## config.mk

```make
export PLATFORM = sky130hd
export DESIGN_NAME = px_adc_capture
export DESIGN_NICKNAME = d
export VERILOG_FILES = /design/src/rtl/px_adc_pkg.sv /design/src/rtl/px_adc_capture_if.sv /design/src/rtl/px_adc_shift.sv /design/src/rtl/px_adc_capture.sv
export SDC_FILE = /design/constraint.sdc
export NUM_CORES = 1
export LEC_CHECK = 0
export BUFFER_PORTS_ARGS = -buffer_cell sky130_fd_sc_hd__buf_2
export CORE_MARGIN = 3
export CORE_UTILIZATION = 58
export DETAILED_ROUTE_END_ITERATION = 16
export PLACE_DENSITY_LB_ADDON = 0.2
export SETUP_SLACK_MARGIN = 0.1
export SLEW_MARGIN = 20
export SYNTH_ARGS = -nofsm -noshare
export SYNTH_HDL_FRONTEND = slang
export SYNTH_SLANG_ARGS = --single-unit
```

## constraint.sdc

```tcl
create_clock -name clk -period 4 [get_ports clk]
set_input_delay 0.2 -clock clk [delete_from_list [all_inputs] [get_ports clk]]
set_output_delay 0.2 -clock clk [all_outputs]
set_load 0.05 [all_outputs]
```

## src/rtl/px_adc_pkg.sv

```systemverilog
// Shared constants and types for the three-channel pixel ADC capture block.
package px_adc_pkg;

  localparam int FRAME_BITS  = 16;
  localparam int SAMPLE_BITS = 12;
  localparam int HALF_W      = $clog2(2 * FRAME_BITS);

  typedef logic [HALF_W-1:0] half_t;

  typedef enum logic [2:0] {
    IDLE,
    SETUP,
    SHIFT,
    DONE,
    QUIET
  } state_t;

endpackage

```

## src/rtl/px_adc_capture_if.sv

```systemverilog
// Control/data link between the capture sequencer and one serial shifter.
interface px_adc_capture_if;
  import px_adc_pkg::*;

  logic                  clear;
  logic                  sample;
  logic                  din;
  logic [FRAME_BITS-1:0] frame;

  modport master (output clear, output sample, output din, input frame);
  modport slave  (input clear, input sample, input din, output frame);

endinterface

```

## src/rtl/px_adc_shift.sv

```systemverilog
// One 16-bit MSB-first serial shifter; shifts din in on each sample strobe.
module px_adc_shift
  import px_adc_pkg::*;
(
  input logic             clk,
  input logic             reset,
  px_adc_capture_if.slave link
);

  logic [FRAME_BITS-1:0] frame_q;

  // NOTE: clocked state uses <= so every flop samples pre-edge values.
  always_ff @(posedge clk or posedge reset) begin
    if (reset) begin
      frame_q <= '0;
    end else if (link.clear) begin
      frame_q <= '0;
    end else if (link.sample) begin
      frame_q <= {frame_q[FRAME_BITS-2:0], link.din};
    end
  end

  assign link.frame = frame_q;

endmodule

```

## src/rtl/px_adc_capture.sv

```systemverilog
// Drives shared CS/SCLK to three serial ADCs, captures one 12-bit sample per
// ADC per start request and strobes the triple into a downstream FIFO.
module px_adc_capture
  import px_adc_pkg::*;
#(
  parameter int CLK_DIV   = 2,
  parameter int QUIET_CYC = 4
) (
  input  logic                   clk,
  input  logic                   reset,
  input  logic                   start_capture,
  input  logic                   px0_adc_din,
  input  logic                   px1_adc_din,
  input  logic                   px2_adc_din,
  output logic                   CS,
  output logic                   SCLK,
  output logic [SAMPLE_BITS-1:0] px0_data,
  output logic [SAMPLE_BITS-1:0] px1_data,
  output logic [SAMPLE_BITS-1:0] px2_data,
  output logic                   wr_en,
  input  logic                   fifo_full,
  output logic                   busy,
  output logic                   conv_complete,
  output logic                   overflow
);

  localparam logic [7:0]  DIV_LAST   = 8'(CLK_DIV - 1);
  localparam half_t       HALF_LAST  = half_t'(2 * FRAME_BITS - 1);
  localparam logic [15:0] QUIET_LAST = 16'(QUIET_CYC - 1);

  state_t      state_q, state_d;
  logic [7:0]  div_q, div_d;
  half_t       half_q, half_d;
  logic [15:0] quiet_q, quiet_d;
  logic        cs_d, sclk_d, wr_d, conv_d, busy_d, ovf_d;
  logic        phase_end, clear, sample, latch;

  px_adc_capture_if link0 ();
  px_adc_capture_if link1 ();
  px_adc_capture_if link2 ();

  assign link0.clear  = clear;
  assign link1.clear  = clear;
  assign link2.clear  = clear;
  assign link0.sample = sample;
  assign link1.sample = sample;
  assign link2.sample = sample;
  assign link0.din    = px0_adc_din;
  assign link1.din    = px1_adc_din;
  assign link2.din    = px2_adc_din;

  px_adc_shift u_shift0 (.clk(clk), .reset(reset), .link(link0));
  px_adc_shift u_shift1 (.clk(clk), .reset(reset), .link(link1));
  px_adc_shift u_shift2 (.clk(clk), .reset(reset), .link(link2));

  // The four leading frame bits are always zero from the ADC and are dropped.
  logic unused_lead;
  assign unused_lead = ^{link0.frame[FRAME_BITS-1:SAMPLE_BITS],
                         link1.frame[FRAME_BITS-1:SAMPLE_BITS],
                         link2.frame[FRAME_BITS-1:SAMPLE_BITS]};

  always_ff @(posedge clk or posedge reset) begin
    if (reset) begin
      state_q <= IDLE;
      div_q   <= '0;
      half_q  <= '0;
      quiet_q <= '0;
    end else begin
      state_q <= state_d;
      div_q   <= div_d;
      half_q  <= half_d;
      quiet_q <= quiet_d;
    end
  end

  always_comb begin
    // NOTE: every comb output gets a default first so no path can infer a latch.
    state_d   = state_q;
    div_d     = div_q;
    half_d    = half_q;
    quiet_d   = quiet_q;
    cs_d      = CS;
    sclk_d    = SCLK;
    busy_d    = busy;
    ovf_d     = overflow;
    wr_d      = 1'b0;
    conv_d    = 1'b0;
    clear     = 1'b0;
    sample    = 1'b0;
    latch     = 1'b0;
    phase_end = (div_q == DIV_LAST);

    unique case (state_q)
      IDLE: begin
        cs_d   = 1'b1;
        sclk_d = 1'b1;
        if (start_capture) begin
          state_d = SETUP;
          cs_d    = 1'b0;
          busy_d  = 1'b1;
          div_d   = '0;
          clear   = 1'b1;
        end
      end
      SETUP: begin
        if (phase_end) begin
          state_d = SHIFT;
          sclk_d  = 1'b0;
          div_d   = '0;
          half_d  = '0;
        end else begin
          div_d = div_q + 8'd1;
        end
      end
      SHIFT: begin
        // Even half-periods are SCLK low; data is taken as SCLK goes high.
        if (phase_end) begin
          div_d = '0;
          if (half_q == HALF_LAST) begin
            state_d = DONE;
            cs_d    = 1'b1;
            sclk_d  = 1'b1;
            conv_d  = 1'b1;
            wr_d    = !fifo_full;
            ovf_d   = overflow | fifo_full;
            latch   = 1'b1;
          end else begin
            half_d = half_q + half_t'(1);
            sclk_d = ~SCLK;
            sample = ~SCLK;
          end
        end else begin
          div_d = div_q + 8'd1;
        end
      end
      DONE: begin
        state_d = QUIET;
        quiet_d = '0;
      end
      QUIET: begin
        if (quiet_q == QUIET_LAST) begin
          state_d = IDLE;
          busy_d  = 1'b0;
        end else begin
          quiet_d = quiet_q + 16'd1;
        end
      end
      default: state_d = IDLE;
    endcase
  end

  always_ff @(posedge clk or posedge reset) begin
    if (reset) begin
      CS            <= 1'b1;
      SCLK          <= 1'b1;
      wr_en         <= 1'b0;
      conv_complete <= 1'b0;
      busy          <= 1'b0;
      overflow      <= 1'b0;
      px0_data      <= '0;
      px1_data      <= '0;
      px2_data      <= '0;
    end else begin
      CS            <= cs_d;
      SCLK          <= sclk_d;
      wr_en         <= wr_d;
      conv_complete <= conv_d;
      busy          <= busy_d;
      overflow      <= ovf_d;
      if (latch) begin
        px0_data <= link0.frame[SAMPLE_BITS-1:0];
        px1_data <= link1.frame[SAMPLE_BITS-1:0];
        px2_data <= link2.frame[SAMPLE_BITS-1:0];
      end
    end
  end

endmodule

```

# Word level (Yosys, flattened, before mapping)
# Cells that the tools add are included.
totals:
  reg_bits: 110
  inputBits: 7
  output_inout_bits: 42
  word_cells: 96
classes:
  n_addsub: 3
  eq_ne: 14
  muxes: 43
  bitwise: 2
  n_reduce_logical: 18
ops:
  columns: ["op", "n"]
  rows:
  - ["12-bit 2-to-1 mux", 6]
  - ["16-bit case mux with 2 select lines", 1]
  - ["1-bit 2-to-1 mux", 19]
  - ["16-bit by 1-bit adder with 16-bit output, second input constant", 1]
  - ["16-bit by 2-bit == test with 1-bit output, second input constant", 1]
  - ["16-bit 2-to-1 mux", 1]
  - ["8-bit 2-to-1 mux", 2]
  - ["8-bit case mux with 2 select lines", 1]
  - ["3-bit 2-to-1 mux", 5]
  - ["5-bit 2-to-1 mux", 3]
  - ["3-bit case mux with 5 select lines", 1]
  - ["2-bit inequality test, second input constant", 7]
  - ["3-bit AND reduction", 4]
  - ["2-bit nonzero test", 6]
  - ["5-bit case mux with 2 select lines", 1]
  - ["8-bit by 1-bit adder with 8-bit output, second input constant", 1]
  - ["8-bit by 1-bit == test with 1-bit output, second input constant", 1]
  - ["3-bit by 2-bit == test with 1-bit output, second input constant", 2]
  - ["5-bit by 1-bit adder with 5-bit output, second input constant", 1]
  - ["5-bit == test, second input constant", 1]
  - ["5-bit AND reduction", 1]
  - ["1-bit case mux with 2 select lines", 2]
  - ["2-bit AND reduction", 2]
  - ["4-bit AND reduction", 1]
  - ["other kinds (9)", 9]

# Depth between registers and ports, before layout
logic_depth:
  word_depth: 6
  ltp_mapped: 9
  ltp_nobuf: 7

# By module
# From an unflattened synthesis, not the netlist that was laid out.
hier_totals:
  hier_cells: 446
  area_unflattened_um2: 5331.4
by_module_without_submodules:
  columns: ["module", "n_inst", "cells_per_inst", "area_each_um2", "seq_area_each_um2"]
  rows:
  - ["px_adc_capture", 1, 287, 3338.2, 1854.3]
  - ["px_adc_shift", 3, 53, 664.4, 400.4]

# Least setup slack after synthesis
# Ideal clock, no wire load.
synth_timing:
  path_type: "register to register"
  start: "register div_q[1]"
  end: "register px0_data[0]"
  setup_time_ps: 125
  arrival_time_ps: 2130
  required_ps: 3875
  slack_ps: 1746
  stages_incl_launch_ff: 9
  n_path_buf: 1
  synth_period_minus_slack_ps: 2254
  path_cell_list: "dfrtp_1 > inv_1 > ha_1 > nor4b_2 > and2_1 > nand3_1 > inv_2 > buf_2 > mux2_2"
synth_between:
  elab_chain_cells: 3
synth_rtl:
  columns: ["item", "line_no", "rtl"]
  rows:
  - ["start: declaration", "px_adc_capture.sv:32", "logic [7:0] div_q, div_d;"]
  - ["start signal: assignment", "px_adc_capture.sv:70", "div_q <= div_d;"]
  - ["8-bit by 1-bit == test with 1-bit output", "px_adc_capture.sv:91", "phase_end = (div_q == DIV_LAST);"]
  - ["1-bit 2-to-1 mux (2 in series)", null, null]
  - ["named net conv_d", "px_adc_capture.sv:35", "logic cs_d, sclk_d, wr_d, conv_d, busy_d, ovf_d;"]
  - ["end signal: assignment", "px_adc_capture.sv:171", "px0_data <= link0.frame[SAMPLE_BITS-1:0];"]
  - ["end: declaration", "px_adc_capture.sv:17", "output logic [SAMPLE_BITS-1:0] px0_data,"]
# The timed path passes the listed nets, and every way through them passes these cells.
# A chain may end at the register's enable or synchronous reset.

# Worst setup path in the final report
layout_timing:
  start: "register div_q[1]"
  end: "register px0_data[11]"
layout_between:
  elab_chain_cells: 3
layout_rtl:
  columns: ["item", "line_no", "rtl"]
  rows:
  - ["8-bit by 1-bit == test with 1-bit output", "px_adc_capture.sv:91", null]
  - ["1-bit 2-to-1 mux", "px_adc_capture.sv:117", "if (phase_end) begin"]
  - ["1-bit 2-to-1 mux", "px_adc_capture.sv:93", "unique case (state_q)"]
# Every way passes these cells.

==> impl_metrics.csv <==
group,metric,value,unit
grt,grt-busiest-layer,"met2",
setup_path,worst_r2r_path_depth,8,
sta,finalSetupViolCount,0,
sta,fmax,0.368,GHz
setup_path,startpoint_type,"flip-flop",
layout,final_cells,592,
power_and_ir_drop,p_switching,463,uW
floorplan,rows,32,
synthesis,synth_area_leader_cell,"dfrtp_1",
clock_network,clk_latency,380,ps
synthesis,synth_cell_types,44,
clock_network,clockBufferDepth,2,
setup_path,endpoint_kind,"flip-flop",
floorplan,dieArea,9300,sq um
grt,grt_max_degree,87,
synthesis,synthTopCellsByArea,"dfrtp_1 (57%), mux2_2 (9.0%), nand2_1 (7.0%)",
setup_path,crit_slowest_cell,"nor4b_2",
routing,detail_route.vias_per_cell,5.64,
sta,hold_viol_final,83,
synthesis,syn_inst,444,
layout,final_area,5280,sq um
clock_network,cts_resized,0,
floorplan,fp.dieH,96.5,um
synthesis,yosysSeqAreaShare,0.581,
setup_path,cp_data_arrival_time,2980,ps
placement,dp_cells,575,
setup_path,path_class,"reg -> reg",
layout,layout_commonest_cell,"dfrtp_1",
setup_path,worstPathCellList,"inv_1, ha_1, nor4b_2, and2_1, nand3_1, buf_4, inv_2, mux2_2",
sta,holdWs,-68.4,ps
floorplan,placeableCoreArea,7850,sq um
routing,vias,3336,
placement,placed_cell_area,5070,sq um
sta,slew_headroom,0.315,
routing,drt-pass1-iter-count,5,
setup_path,cp_slowest_stage_delay,660,ps
clock_network,cts.sinks,110,
layout,final_layout_size_suffix_gt1_frac,0.239,
setup_path,ff2ff_setup_slack,1280,ps
grt,grt_pass1_vias,3211,
outcome,outcome,"finished with violations",
synthesis,syn-num-nets,456,
synthesis,avgSynthCellArea,10.7,sq um
sta,maxSlewViolCount,0,
clock_network,postCtsSetupRepairBufs,0,
layout,fillers,609,
grt,use_met2,0.318,
floorplan,die_x,96.5,um
sta,period_needed,2720,ps
clock_network,h-tree-depth,3,
grt,grt_pass1_wl,14.8,mm
power_and_ir_drop,p_comb_frac,0.025,
power_and_ir_drop,p_int,1.39,mW
routing,postRouteAntennaNets,0,
placement,dp_hpwl,5.89,mm
sta,clock_skew,17.9,ps
layout,final_core_util,0.673,
sta,rsz0062_at_grt,"false",
floorplan,start_util,0.605,
routing,wirelength,8.83,mm
setup_path,cp_max_fo,23,
power_and_ir_drop,p_clk_frac,0.358,
synthesis,synth_warnings,0,
routing,wire_per_inst,14.9,um
synthesis,async_flop_share,1.00,
synthesis,synthDominantCellAreaShare,0.569,
sta,tightestPinTransition,1020,ps
outcome,violations,"negative hold slack",
synthesis,ys_ff_latch,110,
clock_network,clk_pin_slew,110,ps
sta,final.period_utilization,0.679,
routing,drc,0,
synthesis,ys.flop_type,"dfrtp_1",
synthesis,syn_area,4750,sq um
layout,final_cell_mix,"dfrtp_1 (108), nand2_1 (89), a21oi_1 (52), buf_2 (48), mux2_2 (38)",
synthesis,synth_edf_count,0,
min_path,worstHoldPathType,"in -> async",
setup_path,crit_required,4270,ps
placement,gp_congestion,0.830,
setup_path,worst_r2r_endpoint,"px0_data[11]$_DFFE_PP0P_",
grt,track_usage,0.204,
clock_network,cts-root-buf,"clkbuf_8",
layout,area_growth,11.3,%
grt,grt_antenna_before_repair,0,
grt,grt_remaining_overflow,0,
clock_network,cts_tree,"yes",
grt,grtUsageMet3,0.0426,
power_and_ir_drop,power_per_cell_area,351,nW/um^2
grt,grt_util_met1,0.285,
floorplan,pin_count,49,
power_and_ir_drop,swShare,0.250,
layout,nNetsFinal,497,
routing,first_iter_violations,171,
layout,antennaDiodeCount,0,
power_and_ir_drop,ir_drop,214,uV
clock_network,cts-buffers-inserted,9,
job,maxCapViolations,0,
placement,port_buffers,48,
sta,final.setup.tns,0,ps
power_and_ir_drop,p_seq_frac,0.617,
setup_path,r2r_start,"div_q[1]$_DFFE_PP0P_",
power_and_ir_drop,cellLeakagePower,2.61,nW
critical path, delay by kind of cell, from the launching register on:
kind	cells	cell delay, ps
DFF	1	440
muxes	1	380
adders and majority gates	1	130
buffers and inverters	3	640
and+or+nand+nor	3	1000
stage by stage:
stage / worst slack [ps] / total power, mW
after CTS: 1320 / 1.88
final: 1280 / 1.86
after detailed placement: 1320 / 1.22
after global routing: 1130 / 1.93
after global placement: 1470 / 1.21
after floorplan: 901 / 1.20
power by group through the flow:
stage	clock network [mW]	registers [mW]	logic [mW]
finish	0.664	1.15	0.0464
floorplan	0	1.16	0.0321
detailed placement	0	1.17	0.0482
CTS	0.683	1.15	0.0488
global placement	0	1.17	0.0456
global route	0.728	1.15	0.0556
registers in the layout, summed over array words and instances (netlist names):
signal and flops:
wr_en 1, u_shift1.link.frame 12, SCLK 1, quiet_q 16, CS 1, state_q 3, px2_data 12, u_shift0.link.frame 12
div_q 8, conv_complete 1, half_q 5, busy 1, overflow 1, u_shift2.link.frame 12, px1_data 12, px0_data 12
kinds of logic after synthesis:
family / share of synthesized area
AND/OR/NAND/NOR: 0.165
adder cells (fa/ha/maj): 0.0132
XOR/XNOR: 0.0111
multiplexers: 0.105
buffers and inverters: 0.0285
AO/OA/AOI/OAI: 0.0973
flip-flops: 0.581
cell usage after synthesis (all sizes together), types with 6 or more instances:
| master | number |
|---|---|
| a21oi | 52 |
| mux2 | 38 |
| inv | 10 |
| nor3 | 6 |
| nor2 | 12 |
| mux2i | 7 |
| o21ai | 14 |
| nand2 | 89 |
| dfrtp | 108 |
| or3 | 7 |
| nand3 | 12 |
| clkbuf | 20 |
layout make-up:
type	count	area, sq um	area share
clock buffers	9	124	0.0235
clock inverters	7	77.6	0.0147
inverters	10	42.5	0.00805
multi-input cells	300	1870	0.353
flip-flops and latches	110	2760	0.522
well taps	102	128	0.0242
repair buffers	54	288	0.0545
worst max path at each step:
| stage | from | end | slack [ps] | cells after the start |
|---|---|---|---|---|
| 2_1_floorplan | reset | busy$_DFFE_PP0P_ | 900 | 1 |
| 3_3_place_gp | div_q[1]$_DFFE_PP0P_ | px0_data[5]$_DFFE_PP0P_ | 1470 | 8 |
| 3_5_place_dp | div_q[1]$_DFFE_PP0P_ | px0_data[11]$_DFFE_PP0P_ | 1320 | 8 |
| 4_1_cts | div_q[1]$_DFFE_PP0P_ | px0_data[11]$_DFFE_PP0P_ | 1320 | 8 |
| 5_1_grt | div_q[1]$_DFFE_PP0P_ | px0_data[8]$_DFFE_PP0P_ | 1130 | 8 |
| 6_report | div_q[1]$_DFFE_PP0P_ | px0_data[11]$_DFFE_PP0P_ | 1280 | 8 |
what timing repair did:
action / in CTS / in global routing
endpoints found under the setup margin: 0 / 0
endpoints found under the hold margin: 1 / 0
hold buffers: 1 / 0
layer usage:
| layer | vias to the layer above | part of all wire |
|---|---|---|
| li1 | 1615 | - |
| met1 | 1649 | 0.48 |
| met2 | 60 | 0.46 |
| met3 | 12 | 0.040 |
| met4 | 0 | 0.013 |
| met5 | - | 0 |
Power figures use the tool's default switching activity.
